`config.mk`:
```
export PLATFORM = sky130hd
export DESIGN_NAME = multi_channel_deglitch
export DESIGN_NICKNAME = d
export VERILOG_FILES = /design/src/rtl/deglitch_pkg.sv /design/src/rtl/deglitch_channel.sv /design/src/rtl/multi_channel_deglitch.sv
export SDC_FILE = /design/constraint.sdc
export NUM_CORES = 1
export LEC_CHECK = 0
export ABC_AREA = 1
export CAP_MARGIN = 20
export CORE_MARGIN = 3
export CORE_UTILIZATION = 63
export CTS_BUF_LIST = sky130_fd_sc_hd__clkbuf_4 sky130_fd_sc_hd__clkbuf_8 sky130_fd_sc_hd__clkbuf_16
export DETAILED_ROUTE_END_ITERATION = 6
export MAX_ROUTING_LAYER = met4
export PLACE_DENSITY = 0.84
export SETUP_SLACK_MARGIN = 0.2
export SYNTH_ARGS = -nofsm -noshare
export SYNTH_HDL_FRONTEND = slang
export SYNTH_SLANG_ARGS = --single-unit
```
`constraint.sdc`:
```
create_clock -name clk_i -period 8.1 [get_ports clk_i]
set_clock_uncertainty 0.2 [all_clocks]
set_input_delay 1.62 -clock clk_i [delete_from_list [all_inputs] [get_ports clk_i]]
set_output_delay 1.62 -clock clk_i [all_outputs]
set_load 0.01 [all_outputs]
```
`src/rtl/deglitch_pkg.sv`:
```
// Shared types for the multi-channel deglitch filter.
// Per-channel output bundle: filtered level plus edge events.
package deglitch_pkg;

    typedef struct packed {
        logic q;
        logic rise;
        logic fall;
    } dg_ev_t;

endpackage

```
`src/rtl/deglitch_channel.sv`:
```
// One deglitch channel: optional synchroniser, saturating
// up/down counter with hysteresis, registered level and edges.
module deglitch_channel
    import deglitch_pkg::*;
#(
    parameter int   CNT_W       = 4,
    parameter int   SYNC_STAGES = 2,
    parameter logic RESET_VAL   = 1'b0
) (
    input  logic             clk_i,
    input  logic             rst_i,
    input  logic             en_i,
    input  logic [CNT_W-1:0] thresh_i,
    input  logic             d_i,
    output dg_ev_t           ev_o
);

    typedef logic [CNT_W-1:0] dg_cnt_t;

    localparam dg_cnt_t CNT_RST = {CNT_W{RESET_VAL}};

    logic    s;
    dg_cnt_t cnt_q, cnt_d;
    logic    q_q, q_d;
    logic    rise_q, fall_q;

    if (SYNC_STAGES > 0) begin : g_sync
        logic [SYNC_STAGES-1:0] sync_q;

        // Synchroniser chain, free-running regardless of en_i.
        always_ff @(posedge clk_i) begin
            if (rst_i) begin
                sync_q <= {SYNC_STAGES{RESET_VAL}};
            end else begin
                sync_q[0] <= d_i;
                for (int i = 1; i < SYNC_STAGES; i++) begin
                    sync_q[i] <= sync_q[i-1];
                end
            end
        end

        assign s = sync_q[SYNC_STAGES-1];
    end else begin : g_nosync
        assign s = d_i;
    end

    // Counter step and hysteretic level decision.
    always_comb begin
        cnt_d = cnt_q;
        q_d   = q_q;
        if (!en_i) begin
            cnt_d = cnt_q;
        end else if (thresh_i == '0) begin
            cnt_d = '0;
            q_d   = s;
        end else begin
            priority case (1'b1)
                (cnt_q > thresh_i):
                    cnt_d = thresh_i;
                (s && (cnt_q < thresh_i)):
                    cnt_d = cnt_q + 1'b1;
                (!s && (cnt_q != '0)):
                    cnt_d = cnt_q - 1'b1;
                default:
                    cnt_d = cnt_q;
            endcase
            if (cnt_d == thresh_i) begin
                q_d = 1'b1;
            end else if (cnt_d == '0) begin
                q_d = 1'b0;
            end
        end
    end

    // Counter, level and edge-pulse registers.
    always_ff @(posedge clk_i) begin
        if (rst_i) begin
            cnt_q  <= CNT_RST;
            q_q    <= RESET_VAL;
            rise_q <= 1'b0;
            fall_q <= 1'b0;
        end else begin
            cnt_q  <= cnt_d;
            q_q    <= q_d;
            rise_q <= q_d & ~q_q;
            fall_q <= ~q_d & q_q;
        end
    end

    assign ev_o.q    = q_q;
    assign ev_o.rise = rise_q;
    assign ev_o.fall = fall_q;

endmodule

```
`src/rtl/multi_channel_deglitch.sv`:
```
// NUM_CH independent deglitch channels sharing one
// run-time threshold.
module multi_channel_deglitch
    import deglitch_pkg::*;
#(
    parameter int   NUM_CH      = 8,
    parameter int   CNT_W       = 4,
    parameter int   SYNC_STAGES = 2,
    parameter logic RESET_VAL   = 1'b0
) (
    input  logic              clk_i,
    input  logic              rst_i,
    input  logic [NUM_CH-1:0] en_i,
    input  logic [CNT_W-1:0]  thresh_i,
    input  logic [NUM_CH-1:0] d_i,
    output logic [NUM_CH-1:0] q_o,
    output logic [NUM_CH-1:0] rise_o,
    output logic [NUM_CH-1:0] fall_o
);

    for (genvar c = 0; c < NUM_CH; c++) begin : g_ch
        dg_ev_t ev;

        deglitch_channel #(
            .CNT_W       (CNT_W),
            .SYNC_STAGES (SYNC_STAGES),
            .RESET_VAL   (RESET_VAL)
        ) u_ch (
            .clk_i    (clk_i),
            .rst_i    (rst_i),
            .en_i     (en_i[c]),
            .thresh_i (thresh_i),
            .d_i      (d_i[c]),
            .ev_o     (ev)
        );

        assign q_o[c]    = ev.q;
        assign rise_o[c] = ev.rise;
        assign fall_o[c] = ev.fall;
    end

endmodule

```
# [Word level (Yosys, flattened, before mapping)]
# Cells that the tools add are included.
[word_totals] regBits=72 latchBits=0 mem_bits_rw=0 mem_bits_ro=0 wordCells=233 memories=0
[classes] addsub=16 n_mul=0 div=0 order_cmp=16 eq_ne=8 shifts=0 muxes=80 bitwise_logic=32 n_reduce_logical=41
[ops] operator="$mux 4" count=48
[ops] operator="$logic_not 4->1" count=9
[ops] operator="$add 4x1->4 const B" count=8
[ops] operator="$eq 4x4->1" count=8
[ops] operator="$gt 4x4->1" count=8
[ops] operator="$lt 4x4->1" count=8
[ops] operator="$mux 1" count=32
[ops] operator="$reduce_bool 4->1" count=8
[ops] operator="$sub 4x1->4 const B" count=8
[ops] operator="$and 1x1->1" count=16
[ops] operator="$logic_and 1x1->1" count=16
[ops] operator="$not 1->1" count=16
[ops] operator="$logic_not 1->1" count=8

# [Logic depth before layout (Yosys ltp)]
# Gate-level depths: netlist of the first run.
[depth] depth_word=14 depth_mapped=21

# [Modules after synthesis]
# A second synthesis of the first run with hierarchy kept.
[hier_totals] cells_unflattened=1216 area_unflattened_um2=7647.3
[modules_own_cells] module="deglitch_channel" instances=8 cells_per_inst=152 area_per_inst_um2=955.9

# [Least setup slack after synthesis of the first run]
# Ideal clock, no wire load.
[synth_path] kind="input to register" start="input thresh_i[2]" end="register g_ch[4].u_ch.fall_q" setup_ns=0.112 arrival_time_ns=3.493 t_required_ns=7.788 setup_slack_ns=4.295 stages=18 path_cell_list="inv_1 -> clkbuf_1 -> ha_1 -> nand2_1 -> inv_2 -> nand2_1 -> nand2_1 -> nand2_1 -> buf_2 -> nor2_1 -> a21oi_1 -> nor2_1 -> nand2_1 -> nand2_1 -> nand2_1 -> nand2_1 -> nand2_1 -> nor2_1"
[synth_between] elab_chain_len=13
[synth_rtl] element="start, declared" line="multi_channel_deglitch.sv:14" text="input logic [CNT_W-1:0] thresh_i,"
[synth_rtl] element="$lt 4x4->1" line="deglitch_channel.sv:60" text="(s && (cnt_q < thresh_i)):"
[synth_rtl] element="$logic_and 1x1->1" line="deglitch_channel.sv:60"
[synth_rtl] element="$mux 4 (2 in a row)" line="deglitch_channel.sv:57" text="priority case (1'b1)"
[synth_rtl] element="$mux 4" line="deglitch_channel.sv:53" text="end else if (thresh_i == '0) begin"
[synth_rtl] element="$mux 4" line="deglitch_channel.sv:51" text="if (!en_i) begin"
[synth_rtl] element="$logic_not 4->1" line="deglitch_channel.sv:69" text="end else if (cnt_d == '0) begin"
[synth_rtl] element="$mux 1" line="deglitch_channel.sv:69"
[synth_rtl] element="$mux 1" line="deglitch_channel.sv:67" text="if (cnt_d == thresh_i) begin"
[synth_rtl] element="$mux 1 *" line="deglitch_channel.sv:53"
[synth_rtl] element="$mux 1 *" line="deglitch_channel.sv:51"
[synth_rtl] element="$not 1->1 *" line="deglitch_channel.sv:86" text="fall_q <= ~q_d & q_q;"
[synth_rtl] element="$and 1x1->1 *" line="deglitch_channel.sv:86"
[synth_rtl] element="end signal, assigned" line="deglitch_channel.sv:86"
[synth_rtl] element="end, declared" line="deglitch_channel.sv:25" text="logic rise_q, fall_q;"
# Mark *: on every way between the ends. The rest lies on a longest branch, timed or not. The select of a mux whose other input is x is not followed.
# A chain may end at the register's enable or synchronous reset.

# [Worst setup path after layout of the first run]
[layout_path] start="input thresh_i[3]" end="register g_ch[2].u_ch.q_q"
[layout_between] elab_chain_len=11
[layout_rtl] element="$lt 4x4->1" line="deglitch_channel.sv:60"
[layout_rtl] element="$logic_and 1x1->1" line="deglitch_channel.sv:60"
[layout_rtl] element="$mux 4 (2 in a row)" line="deglitch_channel.sv:57"
[layout_rtl] element="$mux 4" line="deglitch_channel.sv:53"
[layout_rtl] element="$mux 4" line="deglitch_channel.sv:51"
[layout_rtl] element="$logic_not 4->1" line="deglitch_channel.sv:69"
[layout_rtl] element="$mux 1" line="deglitch_channel.sv:69"
[layout_rtl] element="$mux 1" line="deglitch_channel.sv:67"
[layout_rtl] element="$mux 1 *" line="deglitch_channel.sv:53"
[layout_rtl] element="$mux 1 *" line="deglitch_channel.sv:51"
[layout_rtl] element="end signal, assigned" line="deglitch_channel.sv:84" text="q_q <= q_d;"
[layout_rtl] element="end, declared" line="deglitch_channel.sv:24" text="logic q_q, q_d;"
# Marked as above.

==> qor.yml, run 1 <==
synth_adder_area_share: 0.0866
clkSinkCount: 72
crit_chain: "clkdlybuf4s50_1 -> buf_4 -> inv_1 -> ha_1 -> nand2_1 -> inv_2 -> nand2_1 -> nand2_1 -> nand2_1 -> inv_1 -> nand2_1 -> nand2_1 -> nand3_1 -> o21bai_1 -> nand3_1 -> nand2_1 -> a21oi_1"
coreArea_um2: 10500
max-vdd-ir-drop_mv: 0.180
cp-startpoint: "thresh_i[3]"
drcViolationCount: 0
syn2layout_area_growth_pct: 6.14
p_leak_nw: 3.93
vias: 6934
slew_headroom: 0.424
multi_input_comb_area_um2: 4500
async_reset_ff_frac: 0
postCtsHoldBufs: 0
yosysTopAreaCell: "nand2_1"
synth_flop_cell: "dfxtp_1"
syn-num-nets: 1219
place.gp.congestion: 0.934
critPathCaptureType: "register"
path_class: "input pin to register"
synthMuxAreaShare: 0
status: "finished clean"
fillCellCount: 1001
tns_ns: 0
final_common_cell: "nand2_1"
start_kind: "input pin"
cts_buffers: 9
worstPathMaxFanout: 18
firstDrtPassIters: 5
power.density_nw_per_um2: 353
die_y_um: 111
finalNetCount: 1223
synth_top_area_frac: 0.222
yosysSeqAreaShare: 0.208
cts_buffer_depth: 2
cts_tree: "done"
grt_pass1_wl_um: 28400
grt_max_degree: 65
routedWlPerCell_um: 12.4
crit_path_top_delay_cell: "clkdlybuf4s50_1"
reg2reg_to: "g_ch[3].u_ch.q_q$_SDFF_PP0_"
antenna_left: 0
drtIter0Drc: 669
netlist_area_um2: 6930
hold-path-endpoint: "g_ch[1].u_ch.g_sync.sync_q[1]$_SDFF_PP0_"
via_per_inst: 5.36
start_util: 0.660
syn_area_per_cell_um2: 6.03
row_count: 37
synthTopCellsByArea: "nand2_1, dfxtp_1, ha_1"
path_buf_inv: 5
synthDistinctLibCells: 33
die_area_um2: 12300
highest_layer: "met4"
grt_pass1_vias: 6314
clk_latency_ns: 0.38
synth-xor-area-share: 0.0164
finalHoldViolCount: 0
drive_above_1_share: 0.0915
r2r_slack_ns: 5.58
routed_wl_um: 16100
max_stage_delay_ns: 0.47
synth-simple-area-share: 0.470
io_buffers: 45
setup_viol: 0
crit_family: "buffers and inverters"
die_w_um: 111
worstHoldPathCells: 2
worst_path_most_repeated_cell: "nand2_1"
min_from: "g_ch[1].u_ch.g_sync.sync_q[0]$_SDFF_PP0_"
arrival_ns: 4.61
r2r_cells: 16
synth_edf_count: 0
grtUsageTotal: 0.277
hpwl_um: 11300
cts.clk_slew.worst_paths_ns: 0.09
htreeDepth: 3
placed_cells: 1278
wl_met2_um: 7390
min_period_ns: 4.57
postCtsSetupBuffers: 0
hold_class: "register to register"
period_share: 0.565
antenna_found_initial: 0
seqCellArea_um2: 1440
wl_met3_um: 897
worst_slew_pin_slew_ns: 0.863
rsz0062_at_grt: "false"
root_buffer: "clkbuf_8"
reg2reg_from: "g_ch[3].u_ch.cnt_q[0]$_SDFFE_PP0P_"
layout_common_cells: "nand2_1, inv_1, nand3_1"
synth-compound-area-share: 0.0756
max_cap_violations: 0
syn_inst: 1149
synth_top_family_by_area: "simple AND/OR/NAND/NOR gates"
finalNonFillerCells: 1294
post_cts_resized: 0
ys_warn_count: 0
fmax_ghz: 0.219
slew_viol_final: 0
cp_data_required_time_ns: 8.14
wl_met1_um: 7440
antenna_cells: 0
ys_ff_latch: 72
grt.overflow.total: 0
ios: 46
[through the flow]
step                      utilization  hold WS [ns]  power [mW]  instance area (um2)  setup WS [ns]
after floorplan                     -         0.188        2.03                 6930           4.29
after global placement          0.682         0.189        2.26                 7170           3.26
after detailed placement        0.682         0.192        2.29                 7170           3.19
after CTS                       0.700         0.203        2.59                 7360           3.55
after global routing            0.700         0.221        2.92                 7360           3.21
final                           0.700         0.203        2.59                 7360           3.53
[Yosys cell counts, types with 10 or more instances]
| cell type | instances |
|---|---|
| ha_1 | 48 |
| nand4_1 | 67 |
| nand2_2 | 29 |
| clkbuf_1 | 12 |
| o21ai_0 | 10 |
| inv_1 | 137 |
| buf_4 | 25 |
| nor2_1 | 75 |
| buf_6 | 14 |
| dfxtp_1 | 72 |
| inv_2 | 13 |
| a21oi_1 | 52 |
| nand2_1 | 410 |
| nand3_1 | 105 |
[cell type report]
cell class | count | area share
multi-input cells | 867 | 0.611
flip-flops and latches | 72 | 0.196
inverters | 152 | 0.0775
repair buffers | 51 | 0.0667
well taps | 136 | 0.0231
clock buffers | 9 | 0.0168
clock inverters | 7 | 0.00901
[sequential cells by signal, summed over array words and instances, names as in the netlist]
name and count:
g_ch.u_ch.cnt_q 32, g_ch.u_ch.rise_q 8, g_ch.u_ch.fall_q 8, g_ch.u_ch.q_q 8
g_ch.u_ch.g_sync.sync_q 16
[cell families (layout without fill, tap and decap cells)]
kind of cell | count (synthesis) | after routing
DFF | 72 | 72
xor gates and xnor gates | 13 | 13
and+or+nand+nor | 718 | 718
adders and majority gates | 48 | 48
buffers and inverters | 210 | 219
AOI/OAI and AO/OA | 88 | 88
[worst max-delay path by stage]
stage                                     endpoint  slack (ns)  depth (start not counted)
CTS                 g_ch[4].u_ch.rise_q$_SDFF_PP0_        3.55                         15
finish                 g_ch[2].u_ch.q_q$_SDFF_PP0_        3.53                         17
floorplan           g_ch[4].u_ch.fall_q$_SDFF_PP0_        4.29                         18
detailed placement     g_ch[2].u_ch.q_q$_SDFF_PP0_        3.19                         16
global placement       g_ch[2].u_ch.q_q$_SDFF_PP0_        3.26                         17
global route        g_ch[2].u_ch.fall_q$_SDFF_PP0_        3.21                         18
[worst min-delay path: stages (launching register included)]
cell and delay, ns:
dfxtp_1 0.30, inv_1 0.04, nor2_1 0.03
[per-layer routing]
metal	up-vias	GRT usage
met4	0	0.0796
li1	3664	-
met1	3055	0.359
met5	-	-
met3	30	0.0431
met2	185	0.448
[power breakdown]
part / total, mW / leakage, nW / internal (mW) / switching [mW]
clock: 0.285 / 0.0991 / 0.120 / 0.165
sequential: 0.577 / 0.590 / 0.434 / 0.142
combinational: 1.73 / 3.24 / 0.650 / 1.08
Note: power is estimated with default switching activity, not from simulation.
==> run 2: changes to the inputs <==
--- a/config.mk
+++ b/config.mk
@@ -8,11 +8,11 @@
 export ABC_AREA = 1
 export CAP_MARGIN = 20
 export CORE_MARGIN = 3
-export CORE_UTILIZATION = 63
+export CORE_UTILIZATION = 55
 export CTS_BUF_LIST = sky130_fd_sc_hd__clkbuf_4 sky130_fd_sc_hd__clkbuf_8 sky130_fd_sc_hd__clkbuf_16
 export DETAILED_ROUTE_END_ITERATION = 6
 export MAX_ROUTING_LAYER = met4
-export PLACE_DENSITY = 0.84
+export PLACE_DENSITY = 0.78
 export SETUP_SLACK_MARGIN = 0.2
 export SYNTH_ARGS = -nofsm -noshare
 export SYNTH_HDL_FRONTEND = slang
==> constraint.sdc (replaced) <==
create_clock -name clk_i -period 3.95 [get_ports clk_i]
set_clock_uncertainty 0.2 [all_clocks]
set_input_delay 0.79 -clock clk_i [delete_from_list [all_inputs] [get_ports clk_i]]
set_output_delay 0.79 -clock clk_i [all_outputs]
set_load 0.01 [all_outputs]
==> qor.yml, run 2 (synthesis results as in run 1) <==
status: "finished clean"
path_class: "input pin to register"
met2_usage: 0.413
row_count: 40
fmax_ghz: 0.295
largest_reg_flops: 32
clk_latency_ns: 0.34
coreArea_um2: 12200
reg2reg_to: "g_ch[4].u_ch.q_q$_SDFF_PP0_"
start_kind: "input pin"
io_buffers: 45
postCtsHoldBufs: 0
reg2reg_from: "g_ch[4].u_ch.cnt_q[2]$_SDFFE_PP0P_"
slew_viol_final: 0
largest-register: "g_ch.u_ch.cnt_q"
top_regs: "g_ch.u_ch.cnt_q: 32 flops, g_ch.u_ch.g_sync.sync_q: 16 flops"
drtIter0Drc: 518
worstPathMaxFanout: 12
clkSinkCount: 72
rsz0062_at_grt: "false"
grt_pass1_vias: 6336
cp_data_required_time_ns: 3.95
antenna_left: 0
cp-startpoint: "thresh_i[3]"
max-vdd-ir-drop_mv: 0.457
grt_max_degree: 64
finalNonFillerCells: 1336
hold-path-endpoint: "g_ch[6].u_ch.g_sync.sync_q[1]$_SDFF_PP0_"
crit_chain: "clkdlybuf4s50_1 -> clkinvlp_4 -> buf_12 -> ha_1 -> a21oi_2 -> nand2_1 -> nand2_1 -> inv_1 -> o21ai_0 -> a21oi_1 -> nand2_1 -> nand3_1 -> nand2_1 -> a21oi_1"
finalNetCount: 1233
cts_buffers: 9
tns_ns: 0
hpwl_um: 12100
worst_slew_pin_slew_ns: 0.704
worstHoldPathCells: 2
syn2layout_area_growth_pct: 10.1
via_per_inst: 5.24
r2r_cells: 14
min_from: "g_ch[6].u_ch.g_sync.sync_q[0]$_SDFF_PP0_"
placed_cells: 1316
arrival_ns: 3.39
routed_wl_um: 16700
cts.clk_slew.worst_paths_ns: 0.06
drcViolationCount: 0
max_cap_violations: 0
r2r_slack_ns: 1.45
cts_tree: "done"
critPathCaptureType: "register"
setup_viol: 0
drive_above_1_share: 0.100
period_share: 0.858
max_stage_delay_ns: 0.54
root_buffer: "clkbuf_16"
total_power_mw: 5.65
grt_pass1_wl_um: 29300
die_y_um: 118
min_period_ns: 3.39
p_leak_nw: 4.03
cts_buffer_depth: 2
layout_common_cells: "nand2_1, inv_1, nand3_1"
ios: 46
vias: 6999
hold_class: "register to register"
grtUsageMet1: 0.333
finalHoldViolCount: 0
antenna_found_initial: 0
final_common_cell: "nand2_1"
hold_slack_ns: 0.202
crit_path_top_delay_cell: "clkdlybuf4s50_1"
die_area_um2: 14000
busiest_layer: "met2"
final_core_utilization: 0.627
slew_headroom: 0.530
worst_path_most_repeated_cell: "nand2_1"
grt.overflow.total: 0
start_util: 0.570
antenna_cells: 0
grtUsageTotal: 0.257
htreeDepth: 3
firstDrtPassIters: 7
place.gp.congestion: 0.946
die_w_um: 118
gr-usage-met3: 0.0507
routedWlPerCell_um: 12.5
power.density_nw_per_um2: 741
==> run 2: cell types whose count changed in the layout (fill, tap and decap cells not counted) <==
cell	before	now
inv_1	137	136
bufinv_16	0	2
clkinvlp_4	0	3
inv_6	4	0
clkbuf_8	9	1
buf_4	6	15
clkbuf_16	0	9
inv_8	2	0
clkinv_4	1	2
buf_12	0	1
==> run 2: routing by layer <==
layer | up-vias | wire length [um]
li1 | 3682 | -
met5 | - | 0
met2 | 162 | 7610
met4 | 0 | 282
met1 | 3131 | 7940
met3 | 24 | 840
==> run 2: stage by stage <==
step,instance area (um2),setup WS (ns)
2_1_floorplan,6930,0.975
3_3_place_gp,7250,0.228
3_5_place_dp,7250,0.152
4_1_cts,7580,0.511
5_1_grt,7630,0.263
6_report,7630,0.561
==> run 2: power by group <==
group | switching (mW) | total [mW] | internal [mW]
Combinational | 2.22 | 3.56 | 1.34
Sequential | 0.295 | 1.19 | 0.892
Clock | 0.333 | 0.905 | 0.572
Total | 2.85 | 5.65 | 2.81
==> run 2: layout make-up <==
type,instances,area (um2)
Inverter,152,574
Sequential cell,72,1440
Tap cell,168,210
Multi-Input combinational cell,867,4500
Clock buffer,10,239
Fill cell,1230,4530
Clock inverter,6,92.6
Timing Repair Buffer,61,578
==> run 2: repair_timing <==
item	CTS	global route
setup endpoints to repair	0	5
buffers inserted	0	4
gates resized for setup	0	1
==> run 2: critical path, delay by kind of cell <==
family          cells  cell delay, ns
compound gates      4            0.55
simple gates        5            0.61
fa+ha+maj           1            0.31
buf+inv             4            1.12
==> run 2: how the worst max path moves through the flow <==
stage / end / slack [ns] / cells past startpoint
floorplan: g_ch[4].u_ch.fall_q$_SDFF_PP0_ / 0.97 / 18
global placement: g_ch[4].u_ch.fall_q$_SDFF_PP0_ / 0.23 / 17
detailed placement: g_ch[3].u_ch.q_q$_SDFF_PP0_ / 0.15 / 13
CTS: g_ch[4].u_ch.q_q$_SDFF_PP0_ / 0.51 / 16
global route: g_ch[3].u_ch.fall_q$_SDFF_PP0_ / 0.26 / 15
finish: g_ch[3].u_ch.q_q$_SDFF_PP0_ / 0.56 / 14
==> run 3: changes to the inputs <==
--- a/config.mk
+++ b/config.mk
@@ -10,6 +10,7 @@
 export CORE_MARGIN = 3
 export CORE_UTILIZATION = 55
 export CTS_BUF_LIST = sky130_fd_sc_hd__clkbuf_4 sky130_fd_sc_hd__clkbuf_8 sky130_fd_sc_hd__clkbuf_16
+export CTS_CLUSTER_SIZE = 8
 export DETAILED_ROUTE_END_ITERATION = 6
 export MAX_ROUTING_LAYER = met4
 export PLACE_DENSITY = 0.78
==> constraint.sdc (replaced) <==
create_clock -name clk_i -period 3.95 [get_ports clk_i]
set_clock_uncertainty 0.2 [all_clocks]
set_input_delay 0.5925 -clock clk_i [delete_from_list [all_inputs] [get_ports clk_i]]
set_output_delay 0.5925 -clock clk_i [all_outputs]
set_load 0.01 [all_outputs]
==> qor.yml, run 3 (synthesis results as in run 1) <==
postCtsSetupBuffers: 0
firstDrtPassIters: 5
drive_above_1_share: 0.0962
total_power_mw: 5.76
reg2reg_to: "g_ch[3].u_ch.q_q$_SDFF_PP0_"
start_util: 0.570
p_leak_nw: 4.03
reg2reg_from: "g_ch[3].u_ch.cnt_q[3]$_SDFFE_PP0P_"
r2r_cells: 11
hold-path-endpoint: "g_ch[1].u_ch.g_sync.sync_q[1]$_SDFF_PP0_"
power.density_nw_per_um2: 756
routed_wl_um: 16600
via_per_inst: 5.21
cts_buffers: 9
cp-startpoint: "thresh_i[3]"
critPathCaptureType: "register"
postCtsHoldBufs: 0
top_regs: "g_ch.u_ch.cnt_q: 32 flops, g_ch.u_ch.g_sync.sync_q: 16 flops"
vias: 6938
grt_max_degree: 37
period_share: 0.831
cts_buffer_depth: 2
cts_tree: "done"
setup_slack_ns: 0.667
routedWlPerCell_um: 12.5
min_period_ns: 3.28
final_area_um2: 7620
finalNetCount: 1229
dpl_worst_slack_ns: 0.321
post_cts_resized: 0
syn2layout_area_growth_pct: 9.94
grt_pass1_vias: 6156
slew_viol_final: 0
layout_common_cells: "nand2_1, inv_1, nand3_1"
rsz0062_at_grt: "false"
die_y_um: 118
row_count: 40
r2r_slack_ns: 1.47
place.gp.congestion: 0.942
grtUsageTotal: 0.251
antenna_cells: 0
worst_slew_pin_slew_ns: 0.736
final_common_cell: "nand2_1"
coreArea_um2: 12200
die_w_um: 118
arrival_ns: 3.30
path_class: "input pin to register"
tns_ns: 0
antenna_found_initial: 0
setup_viol: 0
cts.clk_slew.worst_paths_ns: 0.06
ios: 46
largest_reg_flops: 32
clkSinkCount: 72
drcViolationCount: 0
io_buffers: 45
hpwl_um: 12100
worstPathMaxFanout: 16
status: "finished clean"
drtIter0Drc: 714
grt.overflow.total: 0
htreeDepth: 3
fmax_ghz: 0.305
max-vdd-ir-drop_mv: 0.393
grt_pass1_wl_um: 28700
clk_latency_ns: 0.35
placed_area_um2: 7250
largest-register: "g_ch.u_ch.cnt_q"
die_area_um2: 14000
antenna_left: 0
finalHoldViolCount: 0
root_buffer: "clkbuf_16"
start_kind: "input pin"
min_from: "g_ch[1].u_ch.g_sync.sync_q[0]$_SDFF_PP0_"
hold_class: "register to register"
worstHoldPathCells: 2
slew_headroom: 0.509
cp_data_required_time_ns: 3.97
max_cap_violations: 0
## run 3: layout make-up
cell class	count	area, um2
Clock inverter	7	144
Multi-Input combinational cell	867	4500
Tap cell	168	210
Inverter	152	571
Sequential cell	72	1440
Clock buffer	9	225
Timing Repair Buffer	57	536
Fill cell	1161	4540
## run 3: power breakdown
group          internal [mW]  switching, mW  leakage, nW
Clock                  0.682          0.339        0.172
Combinational           1.34           2.22         3.27
Sequential             0.892          0.294        0.590
## run 3: worst max-delay path by stage
stage                                           to  slack (ns)
floorplan           g_ch[4].u_ch.fall_q$_SDFF_PP0_        1.17
global placement       g_ch[3].u_ch.q_q$_SDFF_PP0_        0.43
detailed placement     g_ch[3].u_ch.q_q$_SDFF_PP0_        0.32
CTS                    g_ch[3].u_ch.q_q$_SDFF_PP0_        0.70
global route        g_ch[0].u_ch.fall_q$_SDFF_PP0_        0.39
finish                 g_ch[2].u_ch.q_q$_SDFF_PP0_        0.67
## run 3: per-stage QoR
| step | hold slack (ns) | utilization | instances |
|---|---|---|---|
| after global placement | 0.189 | 0.596 | 1316 |
| after floorplan | 0.188 | - | 1149 |
| after global routing | 0.208 | 0.627 | 1332 |
| after detailed placement | 0.197 | 0.596 | 1316 |
| final | 0.202 | 0.627 | 1332 |
| after CTS | 0.201 | 0.627 | 1332 |
## run 3: routing by layer
| layer | part of all wire | routed length (um) | GRT usage |
|---|---|---|---|
| met2 | 0.46 | 7580 | 0.399 |
| met5 | 0 | 0 | - |
| met4 | 0.012 | 206 | 0.0733 |
| met3 | 0.065 | 1070 | 0.0502 |
| met1 | 0.47 | 7770 | 0.323 |
## run 3: critical path, stage by stage
cell and delay [ns]:
clkdlybuf4s50_1 0.42, inv_1 0.55, ha_1 0.38, a21oi_2 0.25, nand2_1 0.08, nand2_1 0.27
inv_1 0.14, o21ai_0 0.21, a21oi_1 0.09, nand2_1 0.07, nand3_1 0.08, nand2_1 0.10
a21oi_1 0.06
